==> config.mk <==
export PLATFORM = sky130hd
export DESIGN_NAME = satarx_descrambler_flat
export DESIGN_NICKNAME = d
export VERILOG_FILES = /design/src/rtl/satarx_descrambler_if.sv /design/src/rtl/satarx_descrambler.sv /design/src/flat_wrapper.sv
export SDC_FILE = /design/constraint.sdc
export NUM_CORES = 1
export LEC_CHECK = 0
export ABC_AREA = 1
export CAP_MARGIN = 20
export CORE_ASPECT_RATIO = 1.75
export CORE_MARGIN = 4
export CORE_UTILIZATION = 60
export DETAILED_ROUTE_END_ITERATION = 10
export GPL_TIMING_DRIVEN = 0
export PLACE_DENSITY_LB_ADDON = 0.3
export SLEW_MARGIN = 40
export SYNTH_ARGS = -nofsm -noshare
export SYNTH_HDL_FRONTEND = slang
export SYNTH_SLANG_ARGS = --single-unit
==> constraint.sdc <==
create_clock -name S_AXI_ACLK -period 10.37 [get_ports S_AXI_ACLK]
set_input_delay 1.5555 -clock S_AXI_ACLK [delete_from_list [all_inputs] [get_ports S_AXI_ACLK]]
set_output_delay 1.5555 -clock S_AXI_ACLK [all_outputs]
set_load 0.01 [all_outputs]
==> src/rtl/satarx_descrambler_if.sv <==
// AXI-Stream style bundle used for both the scrambled input and descrambled output streams.
// TUSER flags a frame that was truncated because it exceeded the length limit.
interface satarx_descrambler_if;
    logic        TVALID;
    logic        TREADY;
    logic [31:0] TDATA;
    logic        TLAST;
    logic        TUSER;

    modport master (output TVALID, TDATA, TLAST, TUSER, input TREADY);
    modport slave  (input TVALID, TDATA, TLAST, output TREADY);
endinterface

==> src/rtl/satarx_descrambler.sv <==
// SATA receive descrambler: a 16-bit LFSR generates 32 keystream bits per word, and frames
// longer than MAX_WORDS are truncated. Output is fully registered behind a one-entry skid buffer.
module satarx_descrambler #(
    parameter logic [15:0] POLYNOMIAL   = 16'ha011,
    parameter logic [15:0] INITIAL      = 16'hffff,
    parameter int          MAX_WORDS    = 2049,
    parameter bit          OPT_LOWPOWER = 1'b1
) (
    input  logic                S_AXI_ACLK,
    input  logic                S_AXI_ARESETN,
    input  logic                i_abort,
    satarx_descrambler_if.slave  S_AXIS,
    satarx_descrambler_if.master M_AXIS,
    output logic                o_overflow
);
    localparam int CW = $clog2(MAX_WORDS + 1);
    localparam logic [CW-1:0] LAST_IDX = CW'(MAX_WORDS - 1);

    typedef enum logic {PASS, DROP} state_t;

    state_t        state_q, state_d;
    logic [15:0]   fill_q, fill_d, fill_step;
    logic [CW-1:0] count_q, count_d;
    logic [31:0]   prn, word;
    logic          accept, push, ovf, out_free, skid_valid_d;

    logic          s_ready_q;
    logic          m_valid_q, m_last_q, m_user_q;
    logic [31:0]   m_data_q;
    logic          skid_valid_q, skid_last_q, skid_user_q;
    logic [31:0]   skid_data_q;
    logic          overflow_q;

    // One full word of keystream: 32 serial LFSR steps unrolled, first bit lands in prn[0].
    always_comb begin : lfsr_word
        logic [15:0] f;
        f   = fill_q;
        prn = '0;
        for (int k = 0; k < 32; k++) begin
            prn[k] = f[15];
            f      = {f[14:0], 1'b0} ^ (f[15] ? POLYNOMIAL : 16'h0000);
        end
        fill_step = f;
    end

    assign accept = S_AXIS.TVALID && s_ready_q;
    assign word   = S_AXIS.TDATA ^ prn;

    always_comb begin
        state_d = state_q;
        fill_d  = fill_q;
        count_d = count_q;
        push    = 1'b0;
        ovf     = 1'b0;
        if (accept) begin
            fill_d = S_AXIS.TLAST ? INITIAL : fill_step;
        end
        if (i_abort) begin
            // The beat accepted alongside an abort is dropped, but its TLAST still ends the frame.
            fill_d  = INITIAL;
            count_d = '0;
            state_d = (accept && S_AXIS.TLAST) ? PASS : DROP;
        end else if (accept) begin
            unique case (state_q)
                PASS: begin
                    push = 1'b1;
                    if (S_AXIS.TLAST) begin
                        count_d = '0;
                    end else if (count_q == LAST_IDX) begin
                        ovf     = 1'b1;
                        count_d = '0;
                        state_d = DROP;
                    end else begin
                        count_d = count_q + 1'b1;
                    end
                end
                DROP: begin
                    if (S_AXIS.TLAST) begin
                        state_d = PASS;
                        count_d = '0;
                    end
                end
                default: state_d = PASS;
            endcase
        end
    end

    always_ff @(posedge S_AXI_ACLK or negedge S_AXI_ARESETN) begin
        if (!S_AXI_ARESETN) begin
            state_q <= PASS;
            fill_q  <= INITIAL;
            count_q <= '0;
        end else begin
            state_q <= state_d;
            fill_q  <= fill_d;
            count_q <= count_d;
        end
    end

    // The skid only ever fills while the output is stalled, so it drains before any new push.
    assign out_free     = !m_valid_q || M_AXIS.TREADY;
    assign skid_valid_d = out_free ? 1'b0 : (skid_valid_q || push);

    always_ff @(posedge S_AXI_ACLK or negedge S_AXI_ARESETN) begin
        if (!S_AXI_ARESETN) begin
            s_ready_q    <= 1'b1;
            m_valid_q    <= 1'b0;
            m_data_q     <= '0;
            m_last_q     <= 1'b0;
            m_user_q     <= 1'b0;
            skid_valid_q <= 1'b0;
            skid_data_q  <= '0;
            skid_last_q  <= 1'b0;
            skid_user_q  <= 1'b0;
            overflow_q   <= 1'b0;
        end else begin
            overflow_q   <= ovf;
            skid_valid_q <= skid_valid_d;
            s_ready_q    <= !skid_valid_d;
            if (out_free) begin
                if (skid_valid_q) begin
                    m_valid_q <= 1'b1;
                    m_data_q  <= skid_data_q;
                    m_last_q  <= skid_last_q;
                    m_user_q  <= skid_user_q;
                end else if (push) begin
                    m_valid_q <= 1'b1;
                    m_data_q  <= word;
                    m_last_q  <= S_AXIS.TLAST || ovf;
                    m_user_q  <= ovf;
                end else begin
                    m_valid_q <= 1'b0;
                    if (OPT_LOWPOWER) begin
                        m_data_q <= '0;
                        m_last_q <= 1'b0;
                        m_user_q <= 1'b0;
                    end
                end
            end else if (push) begin
                skid_data_q <= word;
                skid_last_q <= S_AXIS.TLAST || ovf;
                skid_user_q <= ovf;
            end
        end
    end

    assign S_AXIS.TREADY = s_ready_q;
    assign M_AXIS.TVALID = m_valid_q;
    assign M_AXIS.TDATA  = m_data_q;
    assign M_AXIS.TLAST  = m_last_q;
    assign M_AXIS.TUSER  = m_user_q;
    assign o_overflow    = overflow_q;
endmodule
==> src/flat_wrapper.sv <==
// flat-port wrapper written by rule: the top's interface ports become plain ports
module satarx_descrambler_flat 
#(
    parameter logic [15:0] POLYNOMIAL   = 16'ha011,
    parameter logic [15:0] INITIAL      = 16'hffff,
    parameter int          MAX_WORDS    = 2049,
    parameter bit          OPT_LOWPOWER = 1'b1
)
  (S_AXI_ACLK, S_AXI_ARESETN, i_abort, o_overflow, S_AXIS_TVALID, S_AXIS_TDATA, S_AXIS_TLAST, S_AXIS_TREADY, M_AXIS_TVALID, M_AXIS_TDATA, M_AXIS_TLAST, M_AXIS_TUSER, M_AXIS_TREADY);
  satarx_descrambler_if S_AXIS_i ();
  satarx_descrambler_if M_AXIS_i ();
  input  logic S_AXI_ACLK;
  input  logic S_AXI_ARESETN;
  input  logic i_abort;
  output logic o_overflow;
  input wire logic [$bits(S_AXIS_i.TVALID)-1:0] S_AXIS_TVALID;
  input wire logic [$bits(S_AXIS_i.TDATA)-1:0] S_AXIS_TDATA;
  input wire logic [$bits(S_AXIS_i.TLAST)-1:0] S_AXIS_TLAST;
  output wire logic [$bits(S_AXIS_i.TREADY)-1:0] S_AXIS_TREADY;
  output wire logic [$bits(M_AXIS_i.TVALID)-1:0] M_AXIS_TVALID;
  output wire logic [$bits(M_AXIS_i.TDATA)-1:0] M_AXIS_TDATA;
  output wire logic [$bits(M_AXIS_i.TLAST)-1:0] M_AXIS_TLAST;
  output wire logic [$bits(M_AXIS_i.TUSER)-1:0] M_AXIS_TUSER;
  input wire logic [$bits(M_AXIS_i.TREADY)-1:0] M_AXIS_TREADY;
  assign S_AXIS_i.TVALID = S_AXIS_TVALID;
  assign S_AXIS_i.TDATA = S_AXIS_TDATA;
  assign S_AXIS_i.TLAST = S_AXIS_TLAST;
  assign S_AXIS_TREADY = S_AXIS_i.TREADY;
  assign M_AXIS_TVALID = M_AXIS_i.TVALID;
  assign M_AXIS_TDATA = M_AXIS_i.TDATA;
  assign M_AXIS_TLAST = M_AXIS_i.TLAST;
  assign M_AXIS_TUSER = M_AXIS_i.TUSER;
  assign M_AXIS_i.TREADY = M_AXIS_TREADY;
  satarx_descrambler #(.POLYNOMIAL(POLYNOMIAL), .INITIAL(INITIAL), .MAX_WORDS(MAX_WORDS), .OPT_LOWPOWER(OPT_LOWPOWER)) u_core (.S_AXI_ACLK(S_AXI_ACLK), .S_AXI_ARESETN(S_AXI_ARESETN), .i_abort(i_abort), .S_AXIS(S_AXIS_i), .M_AXIS(M_AXIS_i), .o_overflow(o_overflow));
endmodule
== Word-level counts from Yosys, hierarchy flattened ==
Cells that the tools add are included.

* Bits in registers: 101
* Input port bits: 38
* Logic and storage cells: 124

* Add/sub/neg operators: 1
* Equality and inequality tests: 2
* Mux-type cells: 63
* Bitwise logic cells: 35
* Reduce and logical (&&, ||, !) cells: 10

{| class="wikitable"
|+ Operators with widths
! cell !! number
|-
| two-way mux 16 bit || 35
|-
| XOR 16 bit || 32
|-
| two-way mux 32 bit || 2
|-
| two-way mux 12 bit || 5
|-
| XOR 32 bit || 1
|-
| case mux 12 bit (2 select lines) || 1
|-
| two-way mux 1 bit || 19
|-
| adder 12 x 1 -> 12 bit (second input constant) || 1
|-
| == test 12 bit (second input constant) || 1
|-
| AND reduction 2 bit || 2
|-
| logical OR 1 bit || 3
|-
| != test 3 bit (second input constant) || 1
|-
| logical AND 1 bit || 2
|-
| zero test 1 bit || 2
|-
| inverter 1 bit || 2
|-
| case mux 1 bit (2 select lines) || 1
|-
| nonzero test 2 bit || 1
|}

== Depth between registers and ports, before layout ==
Gate-level depths: netlist (run 1).

* Depth after elaboration: 67
* Depth in mapped cells: 59
* Depth with buffers taken out: 58

== Worst setup path before layout (run 1) ==
No wires, ideal clock.

* Path kind: register to register
* Start: register u_core.fill_q[15]
* End: register u_core.fill_q[15]
* Library setup time: 0.076 ns
* Data arrival time: 5.178 ns
* Path slack: 5.116 ns
* Cell stages (with the launch flop): 55
* Clock period less this slack: 5.254 ns
* Cell sequence: dfstp_2 buf_6 inv_4 nand2_4 nand2_4 nand2_4 nand3_1 nand2_4 nand2_4 nand2_4 nand3_1 nand3_4 nand3_2 nand2_2 nand2_1 nand2_2 inv_2 nand3_4 [... 19 more ...] nand2_1 nand3_2 nand2_4 nand2_1 nand2_1 inv_1 nand3_2 nand3_2 nand2_4 nand2_4 nand2_2 nand2_2 nand2_4 nand3_2 nand3_1 nand2_1 o21ai_1 inv_1

* Cells in the longest elaborated chain, start to end: 67

{| class="wikitable"
|+ Ends and longest elaborated chain
! element !! RTL line !! text
|-
| from (decl) || satarx_descrambler.sv:22 || <nowiki>logic [15:0] fill_q, fill_d, fill_step;</nowiki>
|-
| from (signal assigned) || satarx_descrambler.sv:95 || <nowiki>fill_q <= fill_d;</nowiki>
|-
| two-way mux 16 bit (*) || satarx_descrambler.sv:41 || <nowiki>f = {f[14:0], 1'b0} ^ (f[15] ? POLYNOMIAL : 16'h0000);</nowiki>
|-
| XOR 16 bit (*) || satarx_descrambler.sv:41 ||
|-
| two-way mux 16 bit || satarx_descrambler.sv:41 ||
|-
| XOR 16 bit (*) || satarx_descrambler.sv:41 ||
|-
| two-way mux 16 bit || satarx_descrambler.sv:41 ||
|-
| XOR 16 bit (*) || satarx_descrambler.sv:41 ||
|-
| two-way mux 16 bit || satarx_descrambler.sv:41 ||
|-
| XOR 16 bit (*) || satarx_descrambler.sv:41 ||
|-
| [... 51 more ...] || - ||
|-
| XOR 16 bit (*) || satarx_descrambler.sv:41 ||
|-
| two-way mux 16 bit || satarx_descrambler.sv:41 ||
|-
| XOR 16 bit (*) || satarx_descrambler.sv:41 ||
|-
| two-way mux 16 bit || satarx_descrambler.sv:41 ||
|-
| XOR 16 bit (*) || satarx_descrambler.sv:41 ||
|-
| two-way mux 16 bit (*) || satarx_descrambler.sv:56 || <nowiki>fill_d = S_AXIS.TLAST ? INITIAL : fill_step;</nowiki>
|-
| two-way mux 16 bit (*) || satarx_descrambler.sv:55 || <nowiki>if (accept) begin</nowiki>
|-
| two-way mux 16 bit (*) || satarx_descrambler.sv:58 || <nowiki>if (i_abort) begin</nowiki>
|}

Mark *: on every way between the ends. The rest lies on a longest branch, timed or not. The select of a mux whose other input is x is not followed.
A chain may end at the register's enable or synchronous reset.

== Final worst setup path (run 1) ==
* Start: register u_core.fill_q[15]
* End: register u_core.fill_q[13]

The elaborated chain is that of the path after synthesis.

==> run_results.csv, run 1 <==
group,metric,value,unit
run_status,outcome,"complete, no violations",
final_layout,fin_nets,989,
setup_path,regToRegStartpoint,"u_core.fill_q[15]",
timing,maxSlewHeadroom,60.4,%
final_layout,drive_above_1_share,18.8,%
synthesis,yosys_warnings,0,
synthesis,muxShareOfSynthArea,0,%
cts,cts_sinks,101,
setup_path,slowest_stage,"dfstp_2",
synthesis,synth_top_family_by_area,"simple AND/OR/NAND/NOR gates",
synthesis,ys_seq_elements,101,
global_route,grtUsageTotal,28.1,%
timing,final-setup-viol-count,0,
synthesis,async_reset_ff_share,100,%
setup_path,crit_family,"simple AND/OR/NAND/NOR gates",
timing,rsz0062_at_grt,"false",
setup_path,critPathArrivalTime,6.74,ns
cts,cts_tree,"done",
hold_path,hold_path_class,"flop to flop",
setup_path,cp-end-kind,"flop",
global_route,first_global_vias,5923,
timing,fmax,155,MHz
synthesis,syn_inst,863,
cts,cts-root-buf,"clkbuf_16",
routing,avgRoutedWirePerCell,16.7,um
setup_path,crit_path_max_incr_delay,0.53,ns
global_route,grt_overflow,0,
setup_path,path_max_fanout,7,
placement,gp_congestion,0.954,
setup_path,path_buf_inv,6,
cts,post_cts_buffers,0,
setup_path,critPathLaunchType,"flop",
final_layout,diodes,0,
placement,dp_hpwl,14400,um
setup_path,reg2reg_slack,3.92,ns
placement,port_buffers,74,
synthesis,synth_area,0.00691,mm^2
synthesis,seq_area_frac_synth,36.9,%
run,maxCapViolCount,0,
global_route,antenna_found_initial,0,
routing,viasPerCell,5.66,
routing,postRouteAntennaNets,0,
synthesis,synth_edf_count,0,
timing,finalClockSkew,0.00679,ns
synthesis,synth_xor_area_share,7.64,%
synthesis,synthAdderAreaFrac,0.362,%
timing,worstMarginPinSlew,0.594,ns
setup_path,crit_start,"u_core.fill_q[15]",
timing,hold_violations,0,
floorplan,dieArea,0.0134,mm^2
setup_path,crit_top_cell,"nand2_4",
timing,period_share,62.2,%
floorplan,die_h,150,um
routing,drt_iter0_markers,442,
timing,slew_viol_final,0,
cts,clk_pin_slew,0.08,ns
floorplan,io_pins,75,
synthesis,synthSimpleGateAreaFrac,39.1,%
floorplan,rows,51,
routing,num_vias,6152,
cts,htreeDepth,3,
hold_path,worstHoldStart,"u_core.skid_data_q[0]",
synthesis,synth_cell_type_count,32,
setup_path,critPathRequiredTime,10.66,ns
setup_path,crit_type,"flop to flop",
floorplan,die_w,89.1,um
routing,first_pass_iters,6,
cts,post_cts_resized,0,
timing,fin_setup_tns,0,ns
final_layout,syn_to_final_growth,17.8,%
timing,fin_crit,6.45,ns
final_layout,fillers,842,
synthesis,syn_area_per_cell,8.01,um^2
floorplan,coreArea,0.0112,mm^2
floorplan,initial_core_util,61.6,%
cts,numCtsBuffers,9,
timing,hold_ws,0.480,ns
global_route,grt_max_degree,69,
placement,pre_cts_ws,3.97,ns
global_route,grt_pass1_wl,28700,um
cts,holdBufCountCts,0,
synthesis,synth_compound_area_share,9.08,%
routing,wirelength,18100,um
cts,clock_path_buffers,2,
routing,drt_drc_violations_left,0,
synthesis,syn_nets,903,
timing,finalWorstSetupSlack,3.92,ns
synthesis,synth_top_flop_cell,"dfrtp_1",
cts,clock_latency,0.35,ns
[synthesized netlist by cell type, types with 2 or more instances]
cell	instances	share of area (%)
inv_2	13	0.71
nor2_1	48	2.6
nand2_1	199	11
nand2_2	43	3.9
a211oi_1	2	0.22
clkbuf_1	23	1.2
a21oi_1	46	3.3
nand3b_1	12	1.3
xor2_1	35	4.4
dfrtp_1	84	30
nand3_1	72	5.2
nand3_2	27	3.9
dfstp_2	17	6.5
nand4_1	3	0.27
nor3_1	3	0.22
nand2_4	39	6.4
inv_1	87	4.7
xnor2_1	20	2.5
o21ai_1	4	0.29
o32ai_1	3	0.38
o22ai_1	9	0.81
nand3_4	17	4.3
a22oi_1	16	1.7
ha_1	2	0.36
o21ai_0	32	2.3
[worst paths after layout]
check / to / depth (start not counted)
hold / removal: u_core.skid_data_q[0] / 2
hold reg to reg: u_core.skid_data_q[0] / 2
setup reg to reg: u_core.fill_q[13] / 56
setup / recovery: u_core.fill_q[13] / 56
min in group asynchronous: u_core.count_q[2] / 1
max in group asynchronous: u_core.fill_q[5] / 2
[layout make-up]
type / instances / area [um^2] / area share [%]
clock inverter: 7 / 63.8 / 0.784
tap: 132 / 165 / 2.03
sequential: 101 / 2550 / 31.3
inverter: 101 / 382 / 4.69
clock buffer: 9 / 225 / 2.77
multi-input combinational: 636 / 3880 / 47.7
timing repair buffer: 75 / 773 / 9.50
buffer: 25 / 103 / 1.26
[layout by cell type (no fill, tap or decap), types with 3 or more instances in the layout]
| master | synthesis | final |
|---|---|---|
| o32ai_1 | 3 | 3 |
| dfstp_2 | 17 | 17 |
| nor2_1 | 48 | 48 |
| xnor2_1 | 20 | 20 |
| nand3_2 | 27 | 27 |
| dfrtp_1 | 84 | 84 |
| nand4_1 | 3 | 3 |
| o22ai_1 | 9 | 9 |
| nand2_4 | 39 | 39 |
| o21ai_1 | 4 | 4 |
| clkdlybuf4s50_1 | 0 | 73 |
| o21ai_0 | 32 | 32 |
| xor2_1 | 35 | 35 |
| a22oi_1 | 16 | 16 |
| nand2_1 | 199 | 199 |
| nand3_4 | 17 | 17 |
| clkbuf_16 | 0 | 9 |
| inv_1 | 87 | 87 |
| clkbuf_1 | 23 | 23 |
| nor3_1 | 3 | 3 |
| nand3b_1 | 12 | 12 |
| inv_2 | 13 | 13 |
| a21oi_1 | 46 | 46 |
| nand3_1 | 72 | 72 |
| nand2_2 | 43 | 43 |
[sequential cells by signal (all words and copies together) (netlist names), 12 cells and up]
signal	cells
u_core.fill_q	16
u_core.M_AXIS.TDATA	32
u_core.count_q	12
u_core.skid_data_q	32
[worst min-delay path: cells and delay by family, from the launching register on]
kind	cells	cell delay (ns)
DFF	1	0.35
and+or+nand+nor	2	0.10
[kinds of logic after synthesis]
kind of cell	count (synthesis)
buffers and inverters	126
AOI/OAI and AO/OA	112
xor gates and xnor gates	57
and+or+nand+nor	465
adders and majority gates	2
DFF	101
[routing by layer]
metal / vias up / GRT usage [%] / part of all wire [%]
met5: - / 0 / 0
met4: 0 / 17.4 / 6.1
met3: 71 / 3.36 / 5.4
met2: 246 / 49.6 / 53
met1: 2871 / 30.9 / 36
li1: 2964 / - / -
[through the flow]
step	cells	area, um^2	utilization [%]
floorplan	863	6910	-
global placement	1069	7820	69.6
detailed placement	1070	7850	69.9
CTS	1086	8140	72.5
global route	1086	8140	72.5
finish	1086	8140	72.5
Power of run 1 is not shown: default switching activity piles up to over one toggle a cycle in this logic, so the estimate is an artifact.
==> run 2: changes to the inputs <==
--- a/config.mk
+++ b/config.mk
@@ -9,7 +9,7 @@
 export CAP_MARGIN = 20
 export CORE_ASPECT_RATIO = 1.75
 export CORE_MARGIN = 4
-export CORE_UTILIZATION = 60
+export CORE_UTILIZATION = 52
 export DETAILED_ROUTE_END_ITERATION = 10
 export GPL_TIMING_DRIVEN = 0
 export PLACE_DENSITY_LB_ADDON = 0.3
==> constraint.sdc (replaced) <==
create_clock -name S_AXI_ACLK -period 5.21 [get_ports S_AXI_ACLK]
set_input_delay 0.7815 -clock S_AXI_ACLK [delete_from_list [all_inputs] [get_ports S_AXI_ACLK]]
set_output_delay 0.7815 -clock S_AXI_ACLK [all_outputs]
set_load 0.01 [all_outputs]
==> run 2 against run 1 <==
Net effect:
- the flow now finishes with violations (negative setup slack)
- non-clock buffer count grew 80
- routed wire length up 38%
- cell count increased by 11%
- maximum frequency grew 1.7%
- critical path depth shrank 11
- hold slack worse by 0.20 ns
- first-iteration DRC count grew 36%
- setup slack worse by 5.0 ns
- die area rose by 14%
==> run_results.csv, run 2 (synthesis gave the netlist of run 1 again) <==
group,metric,value,unit
routing,drt_iter0_markers,600,
routing,drt_drc_violations_left,0,
routing,num_vias,7107,
setup_path,critPathLaunchType,"flop",
timing,rsz0062_at_grt,"true",
final_layout,fin_area,0.00986,mm^2
placement,dp_hpwl,14700,um
placement,pre_cts_ws,-1.17,ns
global_route,grt_max_degree,68,
floorplan,coreArea,0.0130,mm^2
hold_path,hold_path_class,"input port to asynchronous set/reset pin",
timing,fmax,158,MHz
routing,first_pass_iters,6,
timing,finalWorstSetupSlack,-1.13,ns
global_route,grt_pass1_wl,35400,um
routing,viasPerCell,5.90,
floorplan,die_h,161,um
setup_path,crit_path_max_incr_delay,0.54,ns
floorplan,io_pins,75,
timing,hold_ws,0.281,ns
setup_path,crit_type,"flop to flop",
placement,dp.cells,1109,
timing,maxSlewHeadroom,48.4,%
floorplan,initial_core_util,53.2,%
final_layout,fin_nets,1069,
timing,final-setup-viol-count,31,
cts,holdBufCountCts,0,
final_layout,drive_above_1_share,34.6,%
final_layout,fillers,777,
final_layout,syn_to_final_growth,42.6,%
routing,postRouteAntennaNets,0,
routing,wirelength,25000,um
setup_path,path_max_fanout,7,
global_route,first_global_vias,6866,
cts,htreeDepth,3,
final_layout,final_cell_mix,"nand2_1, dfrtp_1, clkdlybuf4s50_1",
global_route,grt_overflow,0,
cts,clock_latency,0.36,ns
setup_path,crit_top_cell,"nand2_4",
timing,slew_viol_final,0,
cts,cts_tree,"done",
run,maxCapViolCount,0,
timing,finalClockSkew,0.00803,ns
cts,clk_pin_slew,0.08,ns
setup_path,crit_family,"simple AND/OR/NAND/NOR gates",
setup_path,critPathArrivalTime,6.64,ns
final_layout,final_common_cell,"nand2_1",
setup_path,path_buf_inv,7,
final_layout,final_cells,1205,
global_route,antenna_found_initial,0,
placement,port_buffers,74,
cts,clock_path_buffers,2,
placement,gp_congestion,1.00,
run_status,violations,"negative setup slack",
floorplan,dieArea,0.0153,mm^2
run_status,outcome,"finished, violations left",
setup_path,critPathRequiredTime,5.51,ns
final_layout,diodes,0,
cts,cts_sinks,101,
setup_path,cp-end-kind,"flop",
placement,placed_cell_area,0.00790,mm^2
floorplan,die_w,95.2,um
cts,cts-root-buf,"clkbuf_16",
setup_path,slowest_stage,"dfstp_2",
timing,fin_crit,6.34,ns
timing,period_share,122,%
floorplan,rows,55,
cts,numCtsBuffers,9,
global_route,grtUsageTotal,30.1,%
timing,worstMarginPinSlew,0.774,ns
routing,avgRoutedWirePerCell,20.7,um
timing,hold_violations,0,
==> run 2: cell count changes in the layout (fill, tap and decap cells not counted), sizes merged <==
| cell | delta |
|---|---|
| clkbuf | +1 |
| clkinvlp | -1 |
| clkinv | +1 |
| inv | -1 |
| buf | +80 |
==> run 2: repair_timing <==
item	CTS	global route
setup endpoints to repair	31	34
pin swaps	51	63
buffers inserted	52	31
gates resized for setup	142	89
==> run 2: through the flow <==
stage	util, %	TNS (ns)
global placement	60.5	-57.77
global route	75.8	-28.94
detailed placement	60.8	-22.94
CTS	71.3	-8.54
finish	75.8	-22.19
floorplan	-	-0.162
==> run 2: final cells by class <==
type                            instances  area (um^2)  area share, %
Buffer                                 25          103           1.04
Multi-Input combinational cell        636         4840           49.1
Tap cell                              171          214           2.17
Sequential cell                       101         2550           25.8
Clock buffer                           10          239           2.42
Inverter                              101          427           4.33
Clock inverter                          6         53.8          0.546
Timing Repair Buffer                  155         1440           14.6
==> run 2: per-layer routing <==
metal  global-route usage, %  vias to the layer above  wire, um
met3                    3.70                      169      1730
met4                    20.6                        0      2240
met5                       0                        -         0
met2                    53.2                      440     12700
li1                        -                     3125         -
met1                    32.2                     3373      8350
==> run 2: worst paths after layout <==
check,slack [ns],endpoint,startpoint,cells after the start
max in group asynchronous,4.25,u_core.fill_q[3],S_AXI_ARESETN,2
max reg2reg,-1.13,u_core.fill_q[13],u_core.fill_q[15],45
min reg2reg,0.48,u_core.M_AXIS.TDATA[20],u_core.M_AXIS.TDATA[20],2
min,0.28,u_core.M_AXIS.TDATA[8],S_AXI_ARESETN,1
min in group S_AXI_ACLK,0.48,u_core.M_AXIS.TDATA[20],u_core.M_AXIS.TDATA[20],2
max,-1.13,u_core.fill_q[13],u_core.fill_q[15],45
Power of run 2 is left out for the same reason.
==> run 3: changes to the inputs <==
--- a/config.mk
+++ b/config.mk
@@ -6,7 +6,6 @@
 export NUM_CORES = 1
 export LEC_CHECK = 0
 export ABC_AREA = 1
-export CAP_MARGIN = 20
 export CORE_ASPECT_RATIO = 1.75
 export CORE_MARGIN = 4
 export CORE_UTILIZATION = 52
==> results of run 3 <==
Same layout as run 2: the final DEF is identical, and so are final timing and power.
Power of run 3 is left out for the same reason.
